--- src/rtl/cnt_seq_pkg.sv ---
// Shared types for the counter sequence controller.
// Holds the FSM state encoding used by cnt_seq_ctrl.
// No logic lives here.
package cnt_seq_pkg;

  typedef enum logic [1:0] {
    IDLE = 2'd0,
    LOAD = 2'd1,
    RUN  = 2'd2,
    DONE = 2'd3
  } state_e;

endpackage

--- src/rtl/cnt_seq_ctrl.sv ---
// Purpose: sequences a 4-bit loadable counter through one-shot or periodic runs of 16-preset counts.
// Latency: start -> LOAD next cycle; terminal count reloads in the same cycle (gapless); done 1 cycle after final tc.
// Backpressure: none; start is ignored while busy, stop aborts LOAD/RUN. Optional irq via CNT_SEQ_IRQ_EN.
module cnt_seq_ctrl
  import cnt_seq_pkg::*;
#(
  parameter int REPEAT_W = 4
) (
  input  logic                CP,
  input  logic                MR,
  input  logic                start,
  input  logic                stop,
  input  logic                oneshot,
  input  logic [3:0]          preset,
  input  logic [REPEAT_W-1:0] repeat_i,
  input  logic                cnt_tc,
  output logic                cnt_pe_n,
  output logic                cnt_cep,
  output logic                cnt_cet,
  output logic [3:0]          cnt_d,
  output logic                busy,
  output logic                done,
  output logic [REPEAT_W-1:0] period_cnt
`ifdef CNT_SEQ_IRQ_EN
  ,
  output logic                irq,
  input  logic                irq_clr
`endif
);

  localparam logic [REPEAT_W-1:0] PERIOD_ONE = {{(REPEAT_W-1){1'b0}}, 1'b1};

  state_e              state_q, state_d;
  logic [3:0]          preset_q, preset_d;
  logic [REPEAT_W-1:0] repeat_q, repeat_d;
  logic [REPEAT_W-1:0] period_q, period_d;
  logic                oneshot_q, oneshot_d;

  logic                [REPEAT_W-1:0] period_inc;
  logic                tc_run;
  logic                last_period;
  logic                reload;

  // Terminal count in RUN, unless an abort is pending; stop outranks tc.
  assign period_inc  = period_q + PERIOD_ONE;
  assign tc_run      = (state_q == RUN) && cnt_tc && !stop;
  assign last_period = oneshot_q || ((repeat_q != '0) && (period_inc == repeat_q));
  assign reload      = tc_run && !last_period;

  // Next-state and latched-parameter update.
  always_comb begin
    state_d   = state_q;
    preset_d  = preset_q;
    repeat_d  = repeat_q;
    period_d  = period_q;
    oneshot_d = oneshot_q;
    unique case (state_q)
      IDLE: begin
        if (start) begin
          state_d   = LOAD;
          preset_d  = preset;
          repeat_d  = repeat_i;
          oneshot_d = oneshot;
          period_d  = '0;
        end
      end
      LOAD: state_d = stop ? IDLE : RUN;
      RUN: begin
        if (stop) begin
          state_d = IDLE;
        end else if (cnt_tc) begin
          period_d = period_inc;
          state_d  = last_period ? DONE : RUN;
        end
      end
      DONE: state_d = IDLE;
      default: state_d = IDLE;
    endcase
  end

  // FSM state and latched sequence parameters.
  always_ff @(posedge CP or negedge MR) begin
    if (!MR) begin
      state_q   <= IDLE;
      preset_q  <= '0;
      repeat_q  <= '0;
      period_q  <= '0;
      oneshot_q <= 1'b0;
    end else begin
      state_q   <= state_d;
      preset_q  <= preset_d;
      repeat_q  <= repeat_d;
      period_q  <= period_d;
      oneshot_q <= oneshot_d;
    end
  end

  // Counter controls: load in LOAD, and a same-cycle reload on a non-final tc.
  assign cnt_pe_n   = !((state_q == LOAD) || reload);
  assign cnt_d      = cnt_pe_n ? 4'h0 : preset_q;
  assign cnt_cep    = (state_q == RUN);
  assign cnt_cet    = (state_q == RUN);
  assign busy       = (state_q == LOAD) || (state_q == RUN);
  assign done       = (state_q == DONE);
  assign period_cnt = period_q;

`ifdef CNT_SEQ_IRQ_EN
  logic irq_q;

  // Sticky interrupt: set by completion, cleared by irq_clr; set has priority.
  always_ff @(posedge CP or negedge MR) begin
    if (!MR) begin
      irq_q <= 1'b0;
    end else if (state_q == DONE) begin
      irq_q <= 1'b1;
    end else if (irq_clr) begin
      irq_q <= 1'b0;
    end
  end

  assign irq = irq_q;
`endif

endmodule

--- config.mk ---
export PLATFORM = sky130hd
export DESIGN_NAME = cnt_seq_ctrl
export DESIGN_NICKNAME = d
export VERILOG_FILES = /design/src/rtl/cnt_seq_pkg.sv /design/src/rtl/cnt_seq_ctrl.sv
export SDC_FILE = /design/constraint.sdc
export NUM_CORES = 1
export LEC_CHECK = 0
export CELL_PAD_IN_SITES_DETAIL_PLACEMENT = 0
export CELL_PAD_IN_SITES_GLOBAL_PLACEMENT = 1
export CORE_ASPECT_RATIO = 0.9
export CORE_MARGIN = 8
export CORE_UTILIZATION = 35
export CTS_CLUSTER_DIAMETER = 120
export DETAILED_ROUTE_END_ITERATION = 12
export GPL_ROUTABILITY_DRIVEN = 0
export PLACE_DENSITY = 0.82
export SKIP_LAST_GASP = 1
export SLEW_MARGIN = 10
export SYNTH_ARGS = -nofsm -noshare
export SYNTH_HDL_FRONTEND = slang
export SYNTH_SLANG_ARGS = --single-unit
export TNS_END_PERCENT = 30
--- constraint.sdc ---
create_clock -name CP -period 4.01 [get_ports CP]
set_input_delay 0.6015 -clock CP [delete_from_list [all_inputs] [get_ports CP]]
set_output_delay 0.6015 -clock CP [all_outputs]
set_load 0.03 [all_outputs]
Word level (Yosys, flattened, before mapping)

Cells that the tools add are included.

Add/sub/neg operators: 1
Equality and inequality tests: 8
Muxes and demuxes: 11
Reductions and logical operators: 16

Operator list:

| cell                                                            | count |
|---|---|
| 4-bit two-way mux                                               | 4 |
| 2-bit two-way mux                                               | 4 |
| 2-bit case mux with 4 select lines                              | 1 |
| 4-bit case mux with 2 select lines                              | 1 |
| 2-bit != test, second input constant                            | 3 |
| 4-bit by 1-bit adder with 4-bit output, second input constant   | 1 |
| 2-bit == test, second input constant                            | 2 |
| 4-bit == test                                                   | 1 |
| 1-bit logical AND                                               | 4 |
| 2-bit AND reduction                                             | 2 |
| 4-bit AND reduction                                             | 1 |
| 4-bit nonzero test                                              | 1 |
| 1-bit zero test                                                 | 3 |
| 1-bit logical OR                                                | 3 |
| 3-bit != test, second input constant                            | 1 |
| 2-bit by 1-bit == test with 1-bit output, second input constant | 1 |
| 2-bit zero test                                                 | 1 |
| 2-bit nonzero test                                              | 1 |
| 1-bit two-way mux                                               | 1 |

Register bits: 15
Input bits: 14
Output and inout bits: 13
Logic and storage cells: 41

Depth between registers and ports, before layout

Depth after elaboration: 8
Depth in mapped cells: 8
Mapped depth without buffers: 7

Least setup slack after synthesis

OpenSTA, ideal clock, no wires.

Kind: reg-to-output
From: register state_q[0]
To: output port cnt_d[0]
Data arrival time: 1.796 ns
Data required time: 3.408 ns
Path slack: 1.612 ns
Cell stages (with the launch flop): 8
Buffers on the path: 1
Path through: dfrtp_1 inv_1 ha_1 buf_2 nor2b_1 a21oi_1 a21oi_2 and2_1

Word-level cells in the longest chain between the ends: 6
Elaborated cells on any way between the ends: 7
Those cells by class: eq/ne (2); mux (1); reduce/logical (4)

RTL lines:

| element                         | RTL line            | RTL |
|---|---|---|
| start: declaration              | cnt_seq_ctrl.sv:33  | `state_e state_q, state_d;` |
| start signal: assignment        | cnt_seq_ctrl.sv:90  | `state_q <= state_d;` |
| 2-bit == test                   | --                  |  |
| via cnt_cep                     | cnt_seq_ctrl.sv:18  | `output logic cnt_cep,` |
| 1-bit logical AND (2 in series) | cnt_seq_ctrl.sv:46  | `assign tc_run = (state_q == RUN) && cnt_tc && !stop;` |
| 1-bit logical AND               | cnt_seq_ctrl.sv:48  | `assign reload = tc_run && !last_period;` |
| 1-bit logical OR                | cnt_seq_ctrl.sv:99  | `assign cnt_pe_n = !((state_q == LOAD) \|\| reload);` |
| 4-bit two-way mux               | cnt_seq_ctrl.sv:100 | `assign cnt_d = cnt_pe_n ? 4'h0 : preset_q;` |
| end: declaration                | cnt_seq_ctrl.sv:20  | `output logic [3:0] cnt_d,` |

The timed path passes the listed nets, and every way through them passes these cells.

Worst setup path in the final report

From: register state_q[0]
To: output port cnt_d[0]

Word-level cells in the longest chain between the ends: 6
Elaborated cells on any way between the ends: 7
Those cells by class: eq/ne (2); mux (1); reduce/logical (4)

RTL lines:

| element                         | RTL line |
|---|---|
| 2-bit == test                   | cnt_seq_ctrl.sv:46 |
| 1-bit logical AND (2 in series) | cnt_seq_ctrl.sv:46 |
| 1-bit logical AND               | cnt_seq_ctrl.sv:48 |
| 1-bit logical OR (*)            | cnt_seq_ctrl.sv:99 |
| 4-bit two-way mux (*)           | cnt_seq_ctrl.sv:100 |

Mark *: on every way between the ends. The rest lies on a longest branch, timed or not.

==> key figures <==
Timing
  – Worst slew pin tran: 0.680 ns
  – Final-report max-slew violation count: 0
  – Worst clock skew: 0.00268 ns
  – Minimum clock period: 3.13 ns
  – Post-route setup TNS: 0 ns
  – Fmax: 319 MHz
  – Final setup viols: 0
  – RSZ-0062 raised after global routing: no
  – Final hold vios: 0
  – Fin crit share: 0.782
  – Final WS setup: 0.875 ns
  – Slew margin rel.: 0.545

Floorplan
  – Core area: 2420 sq um
  – DIE WIDTH: 68.8 microns
  – Starting density of the core: 0.363
  – Rows: 17
  – Die area: 4380 sq um
  – Top Ports: 27
  – Die Ht: 63.6 microns

Place
  – Dpl cell area: 1160 sq um
  – IO buf count: 26
  – Hpwl dp: 1480 microns
  – Worst slack, placed: 1.00 ns

Setup path
  – Crit path kind: reg2out
  – R2R Path Start: state_q[0]$_DFFE_PN0P_
  – Critical Path RT: 3.41 ns
  – R2r endpoint: period_cnt[2]$_DFFE_PN0P_
  – CP startpoint kind: register
  – Critical Path AT: 2.53 ns
  – Critical Path Sink Type: output port
  – R2R setup slack: 2.08 ns
  – CP max FO: 10
  – Worst reg2reg path depth: 7

Logic synthesis
  – Synth Area in XOR/XNOR: 0.0498
  – Syn Area/Cell: 11.3 sq um
  – Seq cells post-synth: 15
  – Cell with the most instances after synthesis: dfrtp_1
  – Largest cells by area after synthesis: dfrtp_1, mux2_2, ha_1
  – Mux cell area share after synthesis: 0.156
  – Ys Warns: 0
  – Cell taking the most area after synthesis: dfrtp_1
  – Top FF cell, synth: dfrtp_1
  – Post-synth EDFFs: 0
  – Synth cell types: 29
  – Cell count after synthesis: 78
  – Asr flop ratio synth: 1.00
  – Compound-Gate Fraction of Synth Area: 0.124
  – Net Count, Synth: 97
  – Yosys top cell area share: 0.427
  – Synth top cells by count: dfrtp_1, mux2_2, ha_1, nand2_1
  – Largest family of logic cells by synthesized area: multiplexers
  – Mapped cell area: 880 sq um
  – Synth Area in Simple Gates: 0.141
  – Sequential cell area fraction in the yosys report: 0.427
  – Adder-Cell Fraction of Synth Area: 0.0711

Pwr
  – NetSw: 388 uW
  – Comb power frac: 0.606
  – Register share of total power: 0.298
  – Clk pwr share: 0.096
  – Pwr/cell area: 748 nW/um^2
  – Maximum vdd drop: 660 uV
  – Net Sw Frac: 0.436
  – Leak: 0.000501 uW
  – Total power: 889 uW
  – Cell Int Power: 501 uW

Route
  – TritonRoute pass-1 iters: 4
  – Initial DRC count: 13
  – Via count: 653
  – Post-Route WL: 1830 microns
  – Antenna-violating nets left: 0
  – Drc violations: 0
  – Post-DR vias/cell: 4.87
  – Wirelength per Cell: 13.7 microns

Finish
  – Register Area: 375 sq um
  – Nets: 126
  – Filler cells: 236
  – Multi-input gate area: 477 sq um
  – Layout cells sized above 1: 0.189
  – Final Util: 0.490
  – N_diodes: 0
  – Area delta synth->final: 35.1%
  – Design Area, Final: 1190 sq um

Worst hold path
  – Hold Path End: preset_q[0]$_DFFE_PN0P_
  – Worst Hold Depth: 1
  – Hold_sp: preset_q[0]$_DFFE_PN0P_
  – Worst min path class: reg2reg

Outcome
  – Run status: completed

Clock network
  – H-tree depth: 1
  – CTS tree: yes
  – Num Clock Sinks: 15
  – Clock root cell: clkbuf_4
  – Resized cells post-CTS: 0
  – CTS Buffer Depth: 2
  – CTS Buf Count: 3
  – Post-CTS Setup Inserts: 0
  – Reg clk slew, reported paths: 0.09 ns
  – Worst-skew pair later-pin latency: 0.28 ns
  – Hold-fix buffers, CTS: 0

Global route
  – Initial antenna violation count: 0
  – Grt ovf: 0
  – Number of global-route vias before repair: 663
  – Tot GR Track Use: 0.0895
  – Largest net degree at the start of global routing: 16
  – First-pass GRT wire length: 3030 microns

Run
  – Max-capacitance violation count: 0
-- final cells by class --
type,instances,share of cell area
inverter,4,0.0126
clock buffer,4,0.0221
multi-input combinational,57,0.401
timing repair buffer,26,0.219
sequential,15,0.316
tap,28,0.0295
-- critical path, stage by stage (launching register included) --
cell	delay (ns)
dfrtp_1	0.43
inv_1	0.09
ha_1	0.37
nor2b_1	0.25
a21oi_1	0.10
a21oi_2	0.18
and2_1	0.15
clkdlybuf4s50_1	0.67
-- registers in the layout, indices dropped and copies added (netlist names) --
| signal | cells |
|---|---|
| oneshot_q | 1 |
| preset_q | 4 |
| state_q | 2 |
| repeat_q | 4 |
| period_cnt | 4 |
-- stage by stage --
| step | instances | hold slack, ns |
|---|---|---|
| 2_1_floorplan | 78 | 0.306 |
| 3_3_place_gp | 130 | 0.487 |
| 3_5_place_dp | 130 | 0.491 |
| 4_1_cts | 134 | 0.513 |
| 5_1_grt | 134 | 0.537 |
| 6_report | 134 | 0.508 |
-- worst max-delay path by stage --
stage	start	to	slack (ns)	cells past startpoint
global placement	cnt_tc	cnt_d[2]	1.03	7
global route	state_q[0]$_DFFE_PN0P_	cnt_d[1]	0.62	7
CTS	state_q[0]$_DFFE_PN0P_	cnt_d[2]	0.84	7
detailed placement	cnt_tc	cnt_d[2]	1.00	7
floorplan	state_q[0]$_DFFE_PN0P_	cnt_d[0]	1.61	7
finish	state_q[0]$_DFFE_PN0P_	cnt_d[0]	0.88	7
-- power groups by stage --
stage               sequential [uW]  combinational (uW)  clock (uW)
floorplan                       264                 388           0
global placement                266                 541           0
detailed placement              269                 546           0
CTS                             266                 549        91.8
global route                    274                 588         100
finish                          265                 538        85.5
-- cell usage in the layout (no fill, tap or decap), drive strengths merged --
master | netlist | routed
clkdlybuf4s50 | 0 | 26
dfrtp | 15 | 15
mux2 | 11 | 11
nand2 | 5 | 5
ha | 5 | 5
nor2 | 5 | 5
inv | 4 | 4
and2 | 4 | 4
clkbuf | 0 | 4
nor3 | 3 | 3
xnor2 | 3 | 3
o21ai | 3 | 3
xor2 | 2 | 2
nor2b | 2 | 2
nand2b | 2 | 2
a22o | 2 | 2
a21oi | 2 | 2
nand3 | 1 | 1
and3b | 1 | 1
a21boi | 1 | 1
o22ai | 1 | 1
a2111oi | 1 | 1
mux2i | 1 | 1
o32ai | 1 | 1
a21o | 1 | 1
-- routing by layer --
metal  vias to the layer above  GRT usage  share of wire
met1                       295      0.116           0.47
met4                         0     0.0376          0.015
met2                        25      0.117           0.41
met5                         -          0              0
li1                        330          -              -
met3                         3     0.0495           0.10
-- kinds of logic after synthesis --
| logic type | Yosys count |
|---|---|
| and+or+nand+nor | 23 |
| DFF | 15 |
| AOI/OAI and AO/OA | 12 |
| muxes | 12 |
| buffers and inverters | 6 |
| xor gates and xnor gates | 5 |
| adders and majority gates | 5 |
(Power assumes the default switching activity.)
